--- src/rtl/btn_debounce.sv ---
// Two-channel push-button conditioner: 2-flop synchronizer, debounce FSM,
// registered level plus one-cycle press/release ticks per button.

module btn_debounce_ch #(
   parameter int N = 19
) (
   input  logic clk,
   input  logic reset,
   input  logic raw,
   output logic level,
   output logic tick,
   output logic rel
);

   // Bit 1 of the encoding is the debounced level, so level falls out of the state.
   localparam logic [1:0] ZERO  = 2'b00;
   localparam logic [1:0] WAIT1 = 2'b01;
   localparam logic [1:0] ONE   = 2'b10;
   localparam logic [1:0] WAIT0 = 2'b11;

   localparam logic [N-1:0] M = '1;

   logic         s1, s;
   logic [1:0]   state, state_nxt;
   logic [N-1:0] cnt, cnt_nxt;
   logic         tick_nxt, rel_nxt;

   always_comb begin
      state_nxt = state;
      cnt_nxt   = cnt;
      tick_nxt  = 1'b0;
      rel_nxt   = 1'b0;
      case (state)
         ZERO: if (s) begin
            state_nxt = WAIT1;
            cnt_nxt   = M;
         end
         WAIT1: if (!s) begin
            state_nxt = ZERO;
         end else if (cnt == '0) begin
            state_nxt = ONE;
            tick_nxt  = 1'b1;
         end else begin
            cnt_nxt = cnt - N'(1);
         end
         ONE: if (!s) begin
            state_nxt = WAIT0;
            cnt_nxt   = M;
         end
         WAIT0: if (s) begin
            state_nxt = ONE;
         end else if (cnt == '0) begin
            state_nxt = ZERO;
            rel_nxt   = 1'b1;
         end else begin
            cnt_nxt = cnt - N'(1);
         end
         default: state_nxt = ZERO;
      endcase
   end

   always_ff @(posedge clk) begin
      if (reset) begin
         s1    <= 1'b0;
         s     <= 1'b0;
         state <= ZERO;
         cnt   <= '0;
         level <= 1'b0;
         tick  <= 1'b0;
         rel   <= 1'b0;
      end else begin
         s1    <= raw;
         s     <= s1;
         state <= state_nxt;
         cnt   <= cnt_nxt;
         level <= state_nxt[1];
         tick  <= tick_nxt;
         rel   <= rel_nxt;
      end
   end

endmodule

module btn_debounce #(
   parameter int N = 19
) (
   input  logic       clk,
   input  logic       reset,
   input  logic [1:0] btn_raw,
   output logic [1:0] db_level,
   output logic [1:0] db_tick,
   output logic [1:0] rel_tick
);

   for (genvar i = 0; i < 2; i++) begin : g_ch
      btn_debounce_ch #(.N(N)) u_ch (
         .clk   (clk),
         .reset (reset),
         .raw   (btn_raw[i]),
         .level (db_level[i]),
         .tick  (db_tick[i]),
         .rel   (rel_tick[i])
      );
   end

endmodule

--- config.mk ---
export PLATFORM = sky130hd
export DESIGN_NAME = btn_debounce
export DESIGN_NICKNAME = d
export VERILOG_FILES = /design/src/rtl/btn_debounce.sv
export SDC_FILE = /design/constraint.sdc
export NUM_CORES = 1
export LEC_CHECK = 0
export BUFFER_PORTS_ARGS = -buffer_cell sky130_fd_sc_hd__buf_4
export CAP_MARGIN = 10
export CORE_UTILIZATION = 50
export CTS_CLUSTER_DIAMETER = 80
export CTS_CLUSTER_SIZE = 8
export DETAILED_ROUTE_END_ITERATION = 6
export GPL_ROUTABILITY_DRIVEN = 0
export PLACE_DENSITY = 0.72
export SYNTH_ARGS = -nofsm -noshare
export SYNTH_HDL_FRONTEND = slang
export SYNTH_SLANG_ARGS = --single-unit
--- constraint.sdc ---
create_clock -name clk -period 2.5 [get_ports clk]
set_input_delay 0 -clock clk [delete_from_list [all_inputs] [get_ports clk]]
set_output_delay 0 -clock clk [all_outputs]
set_load 0.01 [all_outputs]
After elaboration in Yosys (flattened, before gate mapping) --
Cells that the tools add are included.
Storage, ports and cells: RAM bits 0, output and inout bits 6, bits in read-only memories 0, latch bits 0, memories kept 0, register bits after elaboration 50, bits of input ports 4, logic and storage cells 80
Cells by class: shift operators 0, bitwise logic cells 6, $lt $le $gt $ge 0, equal/unequal tests 18, multiply operators 0, multiplexer cells 28, add/subtract/negate cells 2, reduce and logical (&&, ||, !) cells 12, divide/modulo/power cells 0
Operator list (count):
- $mux W19 | 10
- $pmux W19 S4 | 2
- $logic_not A19 Y1 | 2
- $sub A19 B1 Y19 const B | 2
- $mux W2 | 12
- $pmux W2 S4 | 2
- $reduce_and A4 Y1 | 4
- $reduce_or A3 Y1 | 4
- $eq A2 B2 Y1 const B | 4
- $ne A2 B1 Y1 const B | 4
- $ne A2 B2 Y1 const B | 4
- $ne A3 B1 Y1 const B | 2
- $ne A3 B3 Y1 const B | 2
- $not A1 Y1 | 6
- $eq A2 B1 Y1 const B | 2
- $logic_not A2 Y1 | 2
- $mux W1 | 2

Logic depth before layout (Yosys ltp) --
Gate-level depths: netlist of the first run.
depth in word-level cells 4, mapped depth 9, mapped depth without buffers 7

By module --
From an unflattened synthesis of the first run, not the netlist that was laid out.
Second synthesis, totals: cell total of the unflattened synthesis 270, area, all modules 2452.4 um2
By module, submodules not included:
- btn_debounce_ch | cells an instance 135, instances 2, area each 1226.2 um2

Worst setup path after synthesis of the first run --
No wires, ideal clock.
path type flip-flop to flip-flop, start reg g_ch[1].u_ch.cnt[0], end reg g_ch[1].u_ch.cnt[12], arrival time 2011 ps, slack 415 ps, stages on the path, launching flop included 8, path buffers 0, clock period less this slack 2085 ps, required time 2426 ps, cells stage by stage dfxtp_1 > inv_1 > ha_1 > or4b_1 > nor3_4 > nand3_4 > or4_1 > a31oi_1
On the way: word-level cells in the longest chain between the ends 4
RTL lines:
- start, declared | RTL line 25 | logic [N-1:0] cnt, cnt_nxt;
- start signal, assigned | RTL line 75 | cnt <= cnt_nxt;
- $sub A19 B1 Y19 or $logic_not A19 Y1 (tied branches)
- $mux W19 (*) | RTL line 40, 52
- $mux W19, on equally long branches | RTL line 50, 38
- $pmux W19 S4 (*) | RTL line 33 | case (state)
Every way passes the cells marked *; elsewhere a longest branch is shown, timed or not. The select of a mux whose other input is x is not followed. A chain may end at the register's enable or synchronous reset.

Worst setup path in the final report of the first run --
Ends and elaborated chain as after synthesis.

==> summary.txt, run 1 <==
CTS tree - built
FMAX - 0.443 GHz
# DRC - 0
global-route wire length before repair - 7.60 mm
Synth cell types - 50
R2R Path Start - g_ch[1].u_ch.cnt[0]
Reg clk slew, reported paths - 0.09 ns
# clock sinks - 50
sequential share of the synthesized area - 0.411
Total GRT Usage - 0.187
Vias/cell - 6.07
number of global-route vias before repair - 1762
crit path max fanout - 6
switching share of power - 0.274
Arr. time, crit path - 2.49 ns
layout cells sized above 1 - 0.146
Synth area leader - dfxtp_1
1st-iter DRT viols - 122
WS Path Type - flip-flop to flip-flop
initial core utilization - 0.519
ys async rst share - 0
core area - 4690 µm²
Final ANT Viol Nets - 0
CP endpoint kind - flip-flop
RSZ-0062 raised after global routing - false
die width - 71.8 µm
syn_nets - 270
power density cells - 731 nW/µm²
fill count - 429
Cell Area, Synth - 2440 µm²
post-synthesis cell count - 264
WHS Path Cells - 2
H-tree depth - 2
status - finished clean
# port buffers - 9
Die Y - 71.8 µm
initial antenna violation count - 0
DP Cell Count - 312
io pins - 10
Worst VDD drop - 0.289 mV
final wirelength - 4.47 mm
yosys warns - 0
RR Endpoint - g_ch[1].u_ch.cnt[12]
power share of the sequential group - 0.472
share of total power in combinational logic - 0.171
CP startpoint - g_ch[1].u_ch.cnt[0]
Hold Path Class - input port to flip-flop
Internal Power - 1.39 mW
Wirelength per Cell - 13.9 µm
final std cells w/o fill - 322
commonest non-fill, non-tap cell in the layout - dfxtp_1
max-cap violation count - 0
Worst-Skew Late Latency - 0.31 ns
Vias - 1954
Setup-failing EPs final - 0
FF+latch count, synth - 50
first drt pass iteration count - 4
post-layout util - 0.559
largest net degree at the start of global routing - 51
worst reg2reg path depth - 7
Tmin final - 2.26 ns
Mean Syn Cell Area - 9.23 µm²
Synth area leaders - dfxtp_1 (41%), a21oi_1 (5.5%), xnor2_1 (4.7%)
period utilisation layout - 0.902
Inserted Clock Buffers - 5
number of setup buffers added after CTS - 0
sw power - 525 µW
worst-margin pin slew - 0.606 ns
EDFF count, synth - 0
Ant. Diodes - 0
most frequent cells in the layout - dfxtp_1 (50), a21oi_1 (27), a31oi_1 (17), buf_4 (14), xnor2_1 (13)
post-synth top area share - 0.411
root buf cell - clkbuf_8
Final #Nets - 273
Slew headroom - 0.592
clk_skew - 0.00761 ns
Pleak - 0.920 nW
Req. time, crit path - 2.74 ns
setup TNS - 0 ns
Area Overhead vs Synth - 7.65%
row count - 25
Fin Hold WS - 0.116 ns
Most used DFF post-synth - dfxtp_1
Final Hold Fails - 0
fin. max-slew vios - 0
Max clock buf depth - 2
total grt overflow - 0
startpoint types - flip-flop
dpl hpwl - 2.98 mm
die area - 5160 µm²
hold path startpoint - reset
R2R setup slack - 0.24 ns
Clk pwr share - 0.357
==> worst max-delay path, cell delays in order, from the launching register on <==
cell,delay [ns]
dfxtp_1,0.35
inv_1,0.08
ha_1,0.15
or4b_1,0.56
nor3_4,0.31
nand3_4,0.14
or4_1,0.41
a31oi_1,0.17
==> power by group through the flow <==
stage / Combinational [mW] / Clock (mW) / Sequential [mW]
after floorplan: 0.276 / 0 / 0.910
after global placement: 0.322 / 0 / 0.922
after detailed placement: 0.326 / 0 / 0.923
after CTS: 0.331 / 0.700 / 0.905
after global routing: 0.371 / 0.735 / 0.916
final: 0.328 / 0.684 / 0.906
==> cells by family after synthesis <==
family	share of synthesized area
AND/OR/NAND/NOR	0.242
AO/OA/AOI/OAI	0.197
flip-flops	0.411
buffers and inverters	0.0714
XOR/XNOR	0.0642
adder cells (fa/ha/maj)	0.0103
multiplexers	0.00411
==> cell type report <==
type | count | area [µm²] | share of cell area
Clock buffer | 5 | 68.8 | 0.0262
Clock inverter | 3 | 68.8 | 0.0262
Inverter | 8 | 30.0 | 0.0114
Multi-Input combinational cell | 186 | 1260 | 0.481
Sequential cell | 50 | 1000 | 0.381
Tap cell | 54 | 67.6 | 0.0258
Timing Repair Buffer | 16 | 125 | 0.0477
==> how the worst max path moves through the flow <==
stage | end | cells past startpoint
after global routing | g_ch[1].u_ch.cnt[12] | 7
after detailed placement | g_ch[1].u_ch.cnt[12] | 7
after floorplan | g_ch[1].u_ch.cnt[12] | 7
after global placement | g_ch[1].u_ch.cnt[12] | 7
final | g_ch[1].u_ch.cnt[12] | 7
after CTS | g_ch[1].u_ch.cnt[12] | 7
==> synth_stat cells, types with 3 or more instances <==
cell type,number
nor4b_1,5
a21oi_1,27
nand2_1,11
buf_2,3
nor3_1,6
or3_1,9
o21ai_0,3
inv_1,8
xnor2_1,13
nor2b_1,5
dfxtp_1,50
nor4_1,7
clkbuf_1,6
nand3_1,4
a211oi_1,5
or4_1,9
a31oi_1,17
xor2_1,3
nand4_1,4
or2_2,3
buf_4,6
o31ai_1,12
nor2_1,12
o21a_1,3
==> per-layer routing <==
| layer | track usage | wire (µm) |
|---|---|---|
| met1 | 0.221 | 2120 |
| met2 | 0.322 | 2140 |
| met3 | 0.0464 | 148 |
| met4 | 0.0784 | 73 |
| met5 | 0 | 0 |
==> flip-flops by register name (all words and copies together), names as in the netlist, named ones only <==
signal and cells:
g_ch.u_ch.state 2, g_ch.u_ch.s 2, g_ch.u_ch.cnt 38, g_ch.u_ch.s1 2
g_ch.u_ch.rel 2, g_ch.u_ch.tick 2
==> metrics by stage <==
| stage | setup WS, ns | total power, mW | cell area (µm²) |
|---|---|---|---|
| after floorplan | 0.415 | 1.19 | 2440 |
| after global placement | 0.332 | 1.24 | 2470 |
| after detailed placement | 0.279 | 1.25 | 2470 |
| after CTS | 0.227 | 1.94 | 2620 |
| after global routing | 0.105 | 2.02 | 2620 |
| final | 0.244 | 1.92 | 2620 |
==> repair_timing <==
action,in CTS,in global routing
hold buffers,2,0
resized for setup,0,0
hold endpoints to repair,2,0
Note: power is estimated with default switching activity, not from simulation.
==> run 2: changes to the inputs <==
==> constraint.sdc (replaced) <==
create_clock -name clk -period 2.6 [get_ports clk]
set_input_delay 0 -clock clk [delete_from_list [all_inputs] [get_ports clk]]
set_output_delay 0 -clock clk [all_outputs]
set_load 0.01 [all_outputs]
==> run 2 against run 1 <==
Die area unchanged. Power decreased by 11%. Utilization down 0.75 points. Clock skew up 0.0014 ns. Sequential share of layout area rose by 0.52 points. Clock power fell by 24%. Worst setup slack better by 0.095 ns. Final cell count fell by 0.31%. Critical endpoint unchanged. First-iteration DRC count fell by 34%. Largest cell class unchanged. Combinational power down 5%. Cell area is 1.3% lower.
==> summary.txt, run 2 (same netlist as run 1, synthesis figures left out) <==
Hold Path Class - input port to flip-flop
die area - 5160 µm² (unchanged)
final wirelength - 4.44 mm (-0.76%)
Levels on crit path - 7 (unchanged)
fin. max-slew vios - 0 (unchanged)
family with the most delay on the worst path - simple AND/OR/NAND/NOR gates
Largest register FFs - 38 (unchanged)
# DRC - 0 (unchanged)
startpoint types - flip-flop
Req. time, crit path - 2.83 ns (+0.09 ns)
dpl hpwl - 2.92 mm (-1.9%)
CP bufs+invs - 1 (unchanged)
Worst-Skew Late Latency - 0.31 ns (about the same)
initial antenna violation count - 0 (unchanged)
RR Endpoint - g_ch[1].u_ch.cnt[12]
Final Hold Fails - 0 (unchanged)
CTS tree - built
Slowest-stage cell, CP - or4b_1
Total GRT Usage - 0.190 (+0.00314)
Vias/cell - 5.88 (-3.2%)
post-cts sizing count - 0 (unchanged)
Reg clk slew, reported paths - 0.08 ns (about the same)
RSZ-0062 raised after global routing - false
Max clock buf depth - 2 (unchanged)
Area Overhead vs Synth - 6.21%
Ant. Diodes - 0 (unchanged)
# port buffers - 9 (unchanged)
# clock sinks - 50 (unchanged)
crit path max fanout - 6 (unchanged)
Inserted Clock Buffers - 5 (unchanged)
total power - 1.70 mW (-11%)
Worst VDD drop - 0.455 mV (+58%)
status - finished clean
first drt pass iteration count - 4 (unchanged)
Setup-failing EPs final - 0 (unchanged)
global-route wire length before repair - 7.65 mm (+0.55%)
clk_skew - 0.00900 ns (+0.00139 ns)
Arr. time, crit path - 2.49 ns (about the same)
die width - 71.8 µm (unchanged)
WS Path Type - flip-flop to flip-flop
Wirelength per Cell - 13.8 µm (-0.45%)
Final #Nets - 272 (-0.37%)
CP endpoint kind - flip-flop
Vias - 1886 (-3.5%)
Die Y - 71.8 µm (unchanged)
commonest non-fill, non-tap cell in the layout - dfxtp_1
worst-margin pin slew - 0.549 ns (-0.0572 ns)
Biggest register - g_ch.u_ch.cnt
layout cells sized above 1 - 0.142 (-0.00320)
Fin Hold WS - 0.144 ns (+0.0281 ns)
Slew headroom - 0.624 (+0.0323)
total grt overflow - 0 (unchanged)
largest net degree at the start of global routing - 51 (unchanged)
setup TNS - 0 ns (unchanged)
CP startpoint - g_ch[1].u_ch.cnt[0]
number of global-route vias before repair - 1720 (-2.4%)
Pleak - 0.904 nW (-1.7%)
Final ANT Viol Nets - 0 (unchanged)
Tmin final - 2.26 ns (+0.00474 ns)
core area - 4690 µm² (unchanged)
FMAX - 0.442 GHz (-0.21%)
R2R setup slack - 0.34 ns (+0.10 ns)
power density cells - 657 nW/µm² (-10%)
io pins - 10 (unchanged)
crit-path cells - inv_1, ha_1, or4b_1, nor3_4, nand3_4, or4_1, a31oi_1
H-tree depth - 2 (unchanged)
1st-iter DRT viols - 81 (-34%)
initial core utilization - 0.519 (unchanged)
period utilisation layout - 0.870 (-0.0329)
post-layout util - 0.552 (-0.00747)
root buf cell - clkbuf_8
worst reg2reg path depth - 7 (unchanged)
most frequent cells in the layout - dfxtp_1 (50), a21oi_1 (27), a31oi_1 (17), xnor2_1 (13), buf_4 (13)
max-cap violation count - 0 (unchanged)
row count - 25 (unchanged)
max incr delay on CP - 0.56 ns (about the same)
Worst setup endpoint - g_ch[1].u_ch.cnt[12]
R2R Path Start - g_ch[1].u_ch.cnt[0]
number of setup buffers added after CTS - 0 (unchanged)
## run 2: worst register-to-register path: cells and delay by family (launching register included)
family / cells / cell delay (ns)
compound gates: 1 / 0.16
fa+ha+maj: 1 / 0.16
buf+inv: 1 / 0.09
flops: 1 / 0.35
simple gates: 4 / 1.43
## run 2: stage by stage
stage | area, µm² | instances | setup WS, ns
final | 2590 | 321 | 0.339
after global routing | 2590 | 321 | 0.0792
after CTS | 2590 | 321 | 0.350
after detailed placement | 2460 | 311 | 0.367
after global placement | 2460 | 311 | 0.424
after floorplan | 2440 | 264 | 0.515
## run 2: worst min path at each step
stage,slack (ns),end,cells after the start,start
floorplan,0.13,g_ch[0].u_ch.s1,1,btn_raw[0]
global placement,0.22,g_ch[1].u_ch.s1,2,btn_raw[1]
detailed placement,0.23,g_ch[1].u_ch.s1,2,btn_raw[1]
CTS,0.14,flip-flop,2,reset
global route,0.15,flip-flop,2,reset
finish,0.14,flip-flop,2,reset
## run 2: repair_timing
| action | CTS | global route |
|---|---|---|
| hold buffers | 2 | 0 |
| hold endpoints to repair | 2 | 0 |
| setup endpoints to repair | 0 | 0 |
## run 2: cell type report
class                      instances  area (µm²)
fill                             432        2100
multi-input combinational        186        1260
sequential                        50        1000
timing repair buffer              15         118
clock buffer                       8         110
tap                               54        67.6
inverter                           8        30.0
## run 2: routing by layer
metal / wire length, µm / up-vias / global-route usage
li1: - / 995 / -
met1: 2260 / 868 / 0.236
met2: 1980 / 17 / 0.309
met3: 123 / 6 / 0.0563
met4: 72 / 0 / 0.0763
met5: 0 / - / 0
## run 2: power breakdown
part / total [mW] / internal (mW) / switching [mW]
combinational: 0.311 / 0.132 / 0.179
clock: 0.518 / 0.269 / 0.249
sequential: 0.872 / 0.817 / 0.0543
total: 1.70 / 1.22 / 0.482
